**config.mk**
```make
export PLATFORM = sky130hd
export DESIGN_NAME = cla_serial_adder_ctrl
export DESIGN_NICKNAME = d
export VERILOG_FILES = /design/src/rtl/cla_defs_pkg.sv /design/src/rtl/cla4.sv /design/src/rtl/cla_serial_adder_ctrl.sv
export SDC_FILE = /design/constraint.sdc
export NUM_CORES = 1
export LEC_CHECK = 0
export ABC_AREA = 1
export BUFFER_PORTS_ARGS = -buffer_cell sky130_fd_sc_hd__buf_4
export CELL_PAD_IN_SITES_DETAIL_PLACEMENT = 0
export CELL_PAD_IN_SITES_GLOBAL_PLACEMENT = 1
export CORE_MARGIN = 4
export CORE_UTILIZATION = 25
export CTS_BUF_LIST = sky130_fd_sc_hd__clkbuf_4
export DETAILED_ROUTE_END_ITERATION = 6
export GPL_ROUTABILITY_DRIVEN = 0
export PLACE_DENSITY_LB_ADDON = 0.1
export SLEW_MARGIN = 5
export SYNTH_ARGS = -nofsm -noshare
export SYNTH_HDL_FRONTEND = slang
export SYNTH_SLANG_ARGS = --single-unit
```
**constraint.sdc**
```tcl
create_clock -name clk -period 2.6 [get_ports clk]
set_input_delay 0.26 -clock clk [delete_from_list [all_inputs] [get_ports clk]]
set_output_delay 0.26 -clock clk [all_outputs]
set_load 0.1 [all_outputs]
```
**src/rtl/cla_defs_pkg.sv**
```systemverilog
// cla_defs: shared definitions for the nibble-serial CLA adder.
//   NIBBLE_W  width of the shared cla slice
//   state_t   sequencer states (encodings are fixed; debug tools decode them)
package cla_defs;

   localparam int NIBBLE_W = 4;

   typedef enum logic [1:0] {
      ST_IDLE = 2'd0,
      ST_RUN  = 2'd1,
      ST_DONE = 2'd2
   } state_t;

endpackage

```
**src/rtl/cla4.sv**
```systemverilog
// cla4: 4-bit carry-lookahead adder slice, purely combinational.
//   a, b  in   4  addends
//   cin   in   1  carry in
//   s     out  4  sum
//   cout  out  1  carry out of bit 3
module cla4
   import cla_defs::*;
(
   input  logic [NIBBLE_W-1:0] a,
   input  logic [NIBBLE_W-1:0] b,
   input  logic                cin,
   output logic [NIBBLE_W-1:0] s,
   output logic                cout
);

   logic [NIBBLE_W-1:0] g;
   logic [NIBBLE_W-1:0] p;
   logic c1, c2, c3;

   assign g = a & b;
   assign p = a ^ b;

   // Every carry is flattened to generate/propagate terms, no ripple path.
   assign c1   = g[0] | (p[0] & cin);
   assign c2   = g[1] | (p[1] & g[0]) | (p[1] & p[0] & cin);
   assign c3   = g[2] | (p[2] & g[1]) | (p[2] & p[1] & g[0])
               | (p[2] & p[1] & p[0] & cin);
   assign cout = g[3] | (p[3] & g[2]) | (p[3] & p[2] & g[1])
               | (p[3] & p[2] & p[1] & g[0]) | (p[3] & p[2] & p[1] & p[0] & cin);

   assign s = p ^ {c3, c2, c1, cin};

endmodule

```
**src/rtl/cla_serial_adder_ctrl.sv**
```systemverilog
// cla_serial_adder_ctrl: adds two WIDTH-bit operands nibble-serially through
// a single shared cla4 slice, LSB nibble first, carry held in a register.
//   clk, rst     clock, synchronous active-high reset
//   start_valid  in   request present (a, b, cin valid)
//   start_ready  out  request accepted when high (IDLE only)
//   a, b, cin    in   operands, sampled only on the accept edge
//   res_valid    out  sum/cout hold a completed result (DONE)
//   res_ready    in   consumer takes the result
//   sum, cout    out  registered (a+b+cin) mod 2^WIDTH and carry out
//   busy         out  high in RUN or DONE
//   fsm_state    out  current sequencer state, for observation only
//
// Handshakes: a transfer happens on a rising edge where valid and ready are
// both high. start_ready depends only on state; res_valid depends only on
// state. Requests seen outside IDLE and res_ready seen outside DONE are
// ignored. Retiring a result and accepting a new request never share an edge.
module cla_serial_adder_ctrl
   import cla_defs::*;
#(
   parameter int WIDTH = 16
) (
   input  logic             clk,
   input  logic             rst,
   input  logic             start_valid,
   output logic             start_ready,
   input  logic [WIDTH-1:0] a,
   input  logic [WIDTH-1:0] b,
   input  logic             cin,
   output logic             res_valid,
   input  logic             res_ready,
   output logic [WIDTH-1:0] sum,
   output logic             cout,
   output logic             busy,
   output logic [1:0]       fsm_state
);

   localparam int NIB = WIDTH / NIBBLE_W;
   localparam int CW  = (NIB > 1) ? $clog2(NIB) : 1;

   // Unsupported widths reference a module that does not exist.
   generate
      if ((WIDTH % NIBBLE_W) != 0 || WIDTH < NIBBLE_W) begin : g_width_illegal
         cla_serial_adder_ctrl_width_must_be_multiple_of_4 u_bad ();
      end
   endgenerate

   state_t state, state_nxt;

   logic [WIDTH-1:0]    a_sh, b_sh, res_sh, res_nxt;
   logic                carry;
   logic [CW-1:0]       cnt;
   logic                last;
   logic [NIBBLE_W-1:0] s_nib;
   logic                c_nib;

   cla4 u_cla (
      .a    (a_sh[NIBBLE_W-1:0]),
      .b    (b_sh[NIBBLE_W-1:0]),
      .cin  (carry),
      .s    (s_nib),
      .cout (c_nib)
   );

   assign last = (cnt == CW'(NIB - 1));

   // New nibble enters at the MSB end, so after NIB steps nibble 0 sits at
   // the bottom. Written as shift/or so WIDTH==4 needs no special slice.
   assign res_nxt = (res_sh >> NIBBLE_W) | (WIDTH'(s_nib) << (WIDTH - NIBBLE_W));

   always_ff @(posedge clk) begin
      if (rst) state <= ST_IDLE;
      else     state <= state_nxt;
   end

   always_comb begin
      state_nxt = state;
      case (state)
         ST_IDLE: if (start_valid) state_nxt = ST_RUN;
         ST_RUN:  if (last)        state_nxt = ST_DONE;
         ST_DONE: if (res_ready)   state_nxt = ST_IDLE;
         default:                  state_nxt = ST_IDLE;
      endcase
   end

   always_ff @(posedge clk) begin
      if (rst) begin
         a_sh   <= '0;
         b_sh   <= '0;
         res_sh <= '0;
         carry  <= 1'b0;
         cnt    <= '0;
         sum    <= '0;
         cout   <= 1'b0;
      end else begin
         case (state)
            ST_IDLE: begin
               if (start_valid) begin
                  a_sh  <= a;
                  b_sh  <= b;
                  carry <= cin;
                  cnt   <= '0;
               end
            end
            ST_RUN: begin
               a_sh   <= a_sh >> NIBBLE_W;
               b_sh   <= b_sh >> NIBBLE_W;
               res_sh <= res_nxt;
               carry  <= c_nib;
               cnt    <= cnt + CW'(1);
               if (last) begin
                  sum  <= res_nxt;
                  cout <= c_nib;
               end
            end
            default: ;
         endcase
      end
   end

   assign start_ready = (state == ST_IDLE);
   assign res_valid   = (state == ST_DONE);
   assign busy        = (state != ST_IDLE);
   assign fsm_state   = state;

endmodule

```
* After elaboration in Yosys (flattened, before gate mapping)
Index checks and enable logic that the tools add are counted.
** Operators by class
- Add/sub/neg operators :: 1
- Equal/unequal tests :: 6
- Muxes and demuxes :: 12
- Bitwise logic cells :: 30
- Reduce and logical (&&, ||, !) cells :: 6
** Operators with widths (number)
- one-hot mux 16 bit (2 select lines) :: 2
- 2-to-1 mux 16 bit :: 2
- bitwise AND 1 bit :: 16
- bitwise OR 12 x 16 -> 16 bit :: 1
- bitwise OR 1 bit :: 10
- 2-to-1 mux 2 bit :: 4
- bitwise XOR 4 bit :: 2
- one-hot mux 2 bit (3 select lines) :: 1
- bitwise AND 4 bit :: 1
- == test 2 bit (second input constant) :: 2
- inequality test 2 bit (second input constant) :: 2
- one-hot mux 2 bit (2 select lines) :: 1
- AND reduction 2 bit :: 2
- nonzero test 2 bit :: 2
- AND reduction 3 bit :: 1
- adder 2 x 1 -> 2 bit (second input constant) :: 1
- == test 2 x 1 -> 1 bit (second input constant) :: 1
- zero test 2 bit :: 1
- inequality test 2 x 1 -> 1 bit (second input constant) :: 1
- one-hot mux 1 bit (2 select lines) :: 1
- 2-to-1 mux 1 bit :: 1
** Storage, ports and cells
- Bits in registers :: 70
- Output and inout port bits :: 22
- Word-level logic and storage cells :: 63

* Logic depth before layout (Yosys ltp)
Gate-level depths: netlist of the first run.
- Depth in word-level cells :: 7
- Gate-level depth with buffers :: 9

* Cells and area by module
From an unflattened synthesis of the first run, not the netlist that was laid out.
** Unflattened totals
- Cells, all modules :: 469
- Area total of the unflattened synthesis :: 3124.2 µm²
** Modules (own cells, without submodules)
- cla_serial_adder_ctrl :: instances 1, cells each 438, area an instance 2935.3 µm², sequential area each 1321.3 µm²
- cla4 :: instances 1, cells each 31, area an instance 188.9 µm², sequential area each 0.0 µm²

* Worst setup path before layout of the first run
Ideal clock, no wire load.
- Path kind :: reg-to-output
- From :: register state[1], in the netlist fsm_state[1]
- To :: output busy
- Arrival :: 3.405 ns
- Required time :: 2.340 ns
- Setup slack :: -1.065 ns
- Stages on the path, launching flop included :: 3
- Path buffers :: 0
- Cells stage by stage :: dfxtp_1 > nor2_1 > inv_1
** On the way
- Cells in the longest elaborated chain, start to end :: 1
** RTL lines
- from (decl) :: RTL line cla_serial_adder_ctrl.sv:47 : state_t state, state_nxt;
- from (signal assigned) :: RTL line cla_serial_adder_ctrl.sv:72 : else state <= state_nxt;
- nonzero test 2 bit :: RTL line cla_serial_adder_ctrl.sv:122 : assign busy = (state != ST_IDLE);
- to (decl) :: RTL line cla_serial_adder_ctrl.sv:33 : output logic busy,
Every way passes these cells.

* Worst setup path in the final report of the first run
- From :: register state[0], in the netlist fsm_state[0]
- To :: register a_sh[13]
** On the way
- Cells in the longest elaborated chain, start to end :: 3
** RTL lines
- == test 2 x 1 -> 1 bit or zero test 2 bit (tied branches) :: RTL line cla_serial_adder_ctrl.sv:95 : case (state)
- nonzero test 2 bit (no line) or inequality test 2 bit (tied branches)
- AND reduction 2 bit (no line)
- to (signal assigned) :: RTL line cla_serial_adder_ctrl.sv:105 : a_sh <= a_sh >> NIBBLE_W;
- to (decl) :: RTL line cla_serial_adder_ctrl.sv:49 : logic [WIDTH-1:0] a_sh, b_sh, res_sh, res_nxt;
Several ways; a longest one is shown, not always the timed one.
A chain may end at the register's enable or synchronous reset.

==> flow_summary.ini, run 1 <==
[timing]
fin_hold_ws_ns = 0.117
timing.setup.tns_ns = 0
max_slew_margin_pct = 55.8
worstMarginPinSlew_ns = 0.663
finalHoldViolCount = 0
rsz0062_at_grt = no
slew_viol_final = 0
timing.clock.skew_ns = 0.0144
fmax_mhz = 551
layout_min_cycle_time_ns = 1.82
final.period_utilization_pct = 69.8
final-setup-viol-count = 0

[critical_path]
cp-end-kind = flop
timing.critical_path.required_ns = 2.88
cp_max_fo = 41
start_kind = flop
worstSetupPathType = flop to flop
crit_arrival_ns = 2.09

[clock_network]
postCtsHoldBufs = 0
tritoncts = done
clock_tree.htree_level_count = 3
clock_path_buffers = 2
clk_pin_slew_worst_paths_ns = 0.11
cts.sink_count = 66
clk-insertion-delay-late_ns = 0.40
post_cts_resize_count = 0
tritoncts.num_buffers = 9
clock-root-buffer = clkbuf_4
cts_post_setup_buffers_inserted = 0

[yosys]
syn-cell-area_mm2 = 0.00265
postSynthRegisterBits = 66
syn_inst = 330
synthTopCellsByArea = dfxtp_1, a21oi_1, o21ai_1
syn-num-nets = 373
postSynthAreaPerCell_um2 = 8.03
ys_types = 26
yosys.area.top_type_share_pct = 49.8
ys_warn_count = 0
yosysSeqAreaShare_pct = 49.8
yosysTopAreaCell = dfxtp_1

[grt]
global_routing_met1_resource_utilization_pct = 15.7
number_of_antenna_violations_at_the_first_check_in_global_routing = 0
globalRouteMet3Util_pct = 3.00
grt_remaining_overflow = 0
grt_usage_pct = 11.6
vias_in_the_first_global_route = 2388
grt_first_pass_wirelength_um = 11800
grt.met2_usage_pct = 17.7
grt-busiest-layer = met2
grt_start_max_net_pins = 42

[run]
cap_viol_max_count = 0

[die]
initial_core_util_pct = 25.7
die_x_um = 111
die_height_um = 111
die_area_mm2 = 0.0123
core_area_mm2 = 0.0103
num_rows = 37
num_io_pins = 59

[cells_and_area]
fillerInstances = 1146
n_antenna_cell = 0
final_nets = 423
share_of_layout_cells_above_drive_strength_1_pct = 22.9
areaGrowthSynthToFinish_pct = 24.8

[place]
place.detailed.hpwl_um = 4650
placement.io_buffers = 58

[pwr]
power_leakage_nw = 1.38
power_density_over_the_cells_mw_per_mm2 = 608
worst_ir_drop_vdd_uv = 156

[detailed_routing]
routed_wl_um = 6950
antenna_left = 0
number_of_iterations_in_the_first_detailed_routing_pass = 4
drt-wirelength-per-cell_um = 13.3
post-route-drc-count = 0
drt-initial-drc-count = 103
avgViaCountPerCell = 4.51
vias = 2352

[min_path]
timing.hold.worst.class = input port to flop

[outcome]
run_status = complete, no violations
-- flip-flops by register name, indices dropped and copies added (netlist names) --
register,cells
res_sh,12
b_sh,16
a_sh,16
fsm_state,2
carry,1
cnt,2
sum,16
cout,1
-- critical path: stages (launching register included) --
cell     delay (ns)
dfxtp_1        0.50
inv_2          0.27
nor2_4         0.16
inv_2          0.05
nand2_2        0.21
buf_12         0.24
inv_2          0.12
nand2_1        0.08
a21oi_1        0.05
-- where the power goes --
part / total, W / internal (W) / leakage, nW / switching [W]
Sequential: 0.00111 / 0.00107 / 0.543 / 0.0000375
Combinational: 0.000331 / 0.000130 / 0.777 / 0.000201
Clock: 0.000569 / 0.000199 / 0.0596 / 0.000370
-- cells in the final DEF (no fill, tap or decap), drive strengths merged --
cell      netlist  final
o22ai          24     24
a21oi          54     54
xnor2           1      1
and3            1      1
clkinv          0      4
clkinvlp        0      2
nand4           2      2
nand2          36     36
a211oi          7      7
nand3          14     14
o211ai          1      1
inv            29     29
ha              5      5
nand3b          1      1
buf            14     62
dfxtp          66     66
o21ai          39     39
or2             1      1
fa              1      1
clkbuf          9     10
nor2           25     25
-- synth_stat cells --
master,count
xnor2_1,1
nand2_2,1
nor2_2,1
buf_1,1
o211ai_1,1
nand3_1,14
ha_1,5
or2_1,1
fa_1,1
a211oi_1,7
nand4_1,2
nor2_1,23
inv_2,6
nand2_1,35
o22ai_1,24
nand3b_1,1
o21ai_1,37
o21ai_0,2
dfxtp_1,66
nor2_4,1
buf_2,10
buf_4,3
and3_1,1
clkbuf_1,9
a21oi_1,54
inv_1,23
-- final cells by class --
type	instances	area (µm²)	share of cell area, %
inverter	29	109	3.29
multi-input combinational	212	1120	33.9
clock buffer	10	75.1	2.27
timing repair buffer	62	478	14.4
tap	136	170	5.14
sequential	66	1320	39.9
clock inverter	6	33.8	1.02
-- worst paths after layout --
check / startpoint / end / slack (ns) / depth (start not counted)
min: res_ready / fsm_state[1] / 0.12 / 4
max reg2reg: fsm_state[0] / a_sh[13] / 0.78 / 8
max: fsm_state[0] / a_sh[13] / 0.78 / 8
min reg2reg: res_sh[6] / sum[2] / 0.45 / 2
-- stage by stage --
| stage | cells | cell area [µm²] | util, % | total power [W] | setup WS [ns] |
|---|---|---|---|---|---|
| final | 521 | 3310 | 32.0 | 0.00201 | 0.785 |
| after global routing | 521 | 3310 | 32.0 | 0.00215 | 0.597 |
| after CTS | 521 | 3310 | 32.0 | 0.00206 | 0.746 |
| after detailed placement | 505 | 3200 | 31.0 | 0.00147 | 0.751 |
| after global placement | 505 | 3200 | 31.0 | 0.00147 | 0.839 |
| after floorplan | 330 | 2660 | - | 0.00136 | 0.165 |
-- metal layers --
layer | wire [µm] | up-vias
met3 | 321 | 10
li1 | - | 1240
met4 | 103 | 0
met1 | 3480 | 1040
met5 | 0 | -
met2 | 3050 | 62
-- cells by family after synthesis --
kind of cell	Yosys count	synth area share, %
AO/OA/AOI/OAI	125	25.5
XOR/XNOR	1	0.330
adder cells (fa/ha/maj)	6	3.11
buffers and inverters	52	8.26
flip-flops	66	49.8
AND/OR/NAND/NOR	80	13.0
Power figures use the tool's default switching activity.
==> run 2, diff against run 1 <==
--- a/config.mk
+++ b/config.mk
@@ -5,7 +5,7 @@
 export SDC_FILE = /design/constraint.sdc
 export NUM_CORES = 1
 export LEC_CHECK = 0
-export ABC_AREA = 1
+export ABC_AREA = 0
 export BUFFER_PORTS_ARGS = -buffer_cell sky130_fd_sc_hd__buf_4
 export CELL_PAD_IN_SITES_DETAIL_PLACEMENT = 0
 export CELL_PAD_IN_SITES_GLOBAL_PLACEMENT = 1
==> constraint.sdc (replaced) <==
create_clock -name clk -period 1.9 [get_ports clk]
set_input_delay 0.19 -clock clk [delete_from_list [all_inputs] [get_ports clk]]
set_output_delay 0.19 -clock clk [all_outputs]
set_load 0.1 [all_outputs]
==> flow_summary.ini, run 2 <==
[outcome]
run_status = complete, no violations

[pwr]
switchingPower_w = 0.000864
sw_frac_of_total_pct = 29.3
worst_ir_drop_vdd_uv = 258
power_frac_seq_pct = 51.2
p_comb_share_pct = 17.1
power_leakage_nw = 1.55
internal_power_w = 0.00208
clock_power_share_pct = 31.7
power_density_over_the_cells_mw_per_mm2 = 803

[min_path]
timing.hold.worst.class = input port to flop

[place]
place.detailed.hpwl_um = 5550
placement_stage_cell_area_mm2 = 0.00352
placement.io_buffers = 58

[timing]
slew_viol_final = 0
final-setup-viol-count = 0
timing.setup.tns_ns = 0
timing.clock.skew_ns = 0.0137
rsz0062_at_grt = no
finalHoldViolCount = 0
fmax_mhz = 595
worstMarginPinSlew_ns = 0.686
layout_min_cycle_time_ns = 1.68
final.period_utilization_pct = 88.4
max_slew_margin_pct = 54.2

[clock_network]
postCtsHoldBufs = 1
tritoncts.num_buffers = 9
clock_path_buffers = 2
post_cts_resize_count = 0
cts_post_setup_buffers_inserted = 0
tritoncts = done
clock-root-buffer = clkbuf_4
cts.sink_count = 66
clock_tree.htree_level_count = 3
clk_pin_slew_worst_paths_ns = 0.11
clk-insertion-delay-late_ns = 0.43

[cells_and_area]
most_common_cell_after_layout_fill_and_taps_aside = nor2_1
regArea_mm2 = 0.00133
share_of_layout_cells_above_drive_strength_1_pct = 21.4
multi_input_area_mm2 = 0.00148
final_cell_mix = nor2_1, buf_4, dfxtp_1, nand2_1, a21oi_1
layout.core_utilization_pct = 31.9
regs_by_ff_count = a_sh x16, b_sh x16, sum x16
post-route-cell-area_mm2 = 0.00367
final_nets = 467
areaGrowthSynthToFinish_pct = 23.3
n_antenna_cell = 0
fillerInstances = 1286

[yosys]
syn-cell-area_mm2 = 0.00298
synth-main-ff-cell = dfxtp_1
ys_warn_count = 0
post-synth-top-count-cell = nor2_1
ys_types = 34
yosys.area.top_type_share_pct = 44.4
synthTopCellsByArea = dfxtp_1, nor2_1, a2bb2oi_1
postSynthRegisterBits = 66
syn_inst = 374
postSynthAreaPerCell_um2 = 7.96
synth_enable_flop_cells = 0
synthArstFlopShare_pct = 0
yosysSeqAreaShare_pct = 44.4
syn-num-nets = 417
yosysTopAreaCell = dfxtp_1
post_synth_most_frequent_cells = nor2_1, dfxtp_1, nand2_1

[detailed_routing]
post-route-drc-count = 0
drt-initial-drc-count = 130
avgViaCountPerCell = 4.70
vias = 2688
drt-wirelength-per-cell_um = 14.3
routed_wl_um = 8150
antenna_left = 0
number_of_iterations_in_the_first_detailed_routing_pass = 4

[grt]
grt_remaining_overflow = 0
grt_start_max_net_pins = 35
grt_first_pass_wirelength_um = 13500
number_of_antenna_violations_at_the_first_check_in_global_routing = 0
grt_usage_pct = 12.8
vias_in_the_first_global_route = 2663

[die]
core_area_mm2 = 0.0115
initial_core_util_pct = 25.8
num_rows = 39
die_height_um = 117
die_area_mm2 = 0.0137
num_io_pins = 59
die_x_um = 117

[run]
cap_viol_max_count = 0

[critical_path]
worstSetupPathType = flop to output port
cp_max_fo = 21
cp-end-kind = output port
timing.critical_path.required_ns = 1.71
crit_arrival_ns = 1.49
start_kind = flop
## run 2: power groups by stage
stage	Combinational (W)	Clock [W]	Sequential, W
after floorplan	0.000362	0	0.00154
after global placement	0.000510	0	0.00154
after detailed placement	0.000512	0	0.00154
after CTS	0.000515	0.000993	0.00151
after global routing	0.000570	0.00104	0.00152
final	0.000505	0.000934	0.00151
## run 2: worst paths after layout
kind	startpoint	endpoint	slack, ns	cells past startpoint
worst min-delay path	a[15]	a_sh[15]	0.12	4
worst max-delay path	fsm_state[1]	res_valid	0.22	2
worst min register to register	sum[10]	sum[10]	0.46	2
worst max register to register	a_sh[0]	res_sh[15]	0.29	5
## run 2: critical path, cell delays in order, from the launching register on
cell and delay, ns:
dfxtp_4 0.54, nor2b_2 0.22, buf_4 0.30
## run 2: per-layer routing
metal  GRT usage [%]  wire length (µm)  vias up
met3            3.86               323       11
met5               0                 0        -
met4            5.43               160        0
met1            15.2              3740     1251
met2            21.4              3930       54
li1                -                 -     1372
## run 2: through the flow
stage / worst slack [ns] / hold slack (ns) / power (W) / cells
after floorplan: -0.324 / 0.361 / 0.00190 / 374
after global placement: 0.340 / 0.445 / 0.00205 / 555
after global routing: 0.0969 / 0.104 / 0.00313 / 572
final: 0.220 / 0.116 / 0.00295 / 572
after detailed placement: 0.293 / 0.449 / 0.00205 / 555
after CTS: 0.166 / 0.0690 / 0.00302 / 572
## run 2: area by class of cell
| cell class | instances | share of cell area [%] |
|---|---|---|
| tap | 143 | 4.87 |
| multi-input combinational | 274 | 40.4 |
| clock inverter | 7 | 1.91 |
| timing repair buffer | 67 | 14.1 |
| sequential | 66 | 36.2 |
| inverter | 6 | 0.716 |
| clock buffer | 9 | 1.84 |
## run 2: cell families after synthesis
| family | count (synthesis) | share of synthesized area [%] |
|---|---|---|
| AOI/OAI and AO/OA | 85 | 19.4 |
| xor gates and xnor gates | 1 | 0.294 |
| adders and majority gates | 6 | 2.77 |
| buffers and inverters | 34 | 6.18 |
| DFF | 66 | 44.4 |
| and+or+nand+nor | 182 | 27.0 |
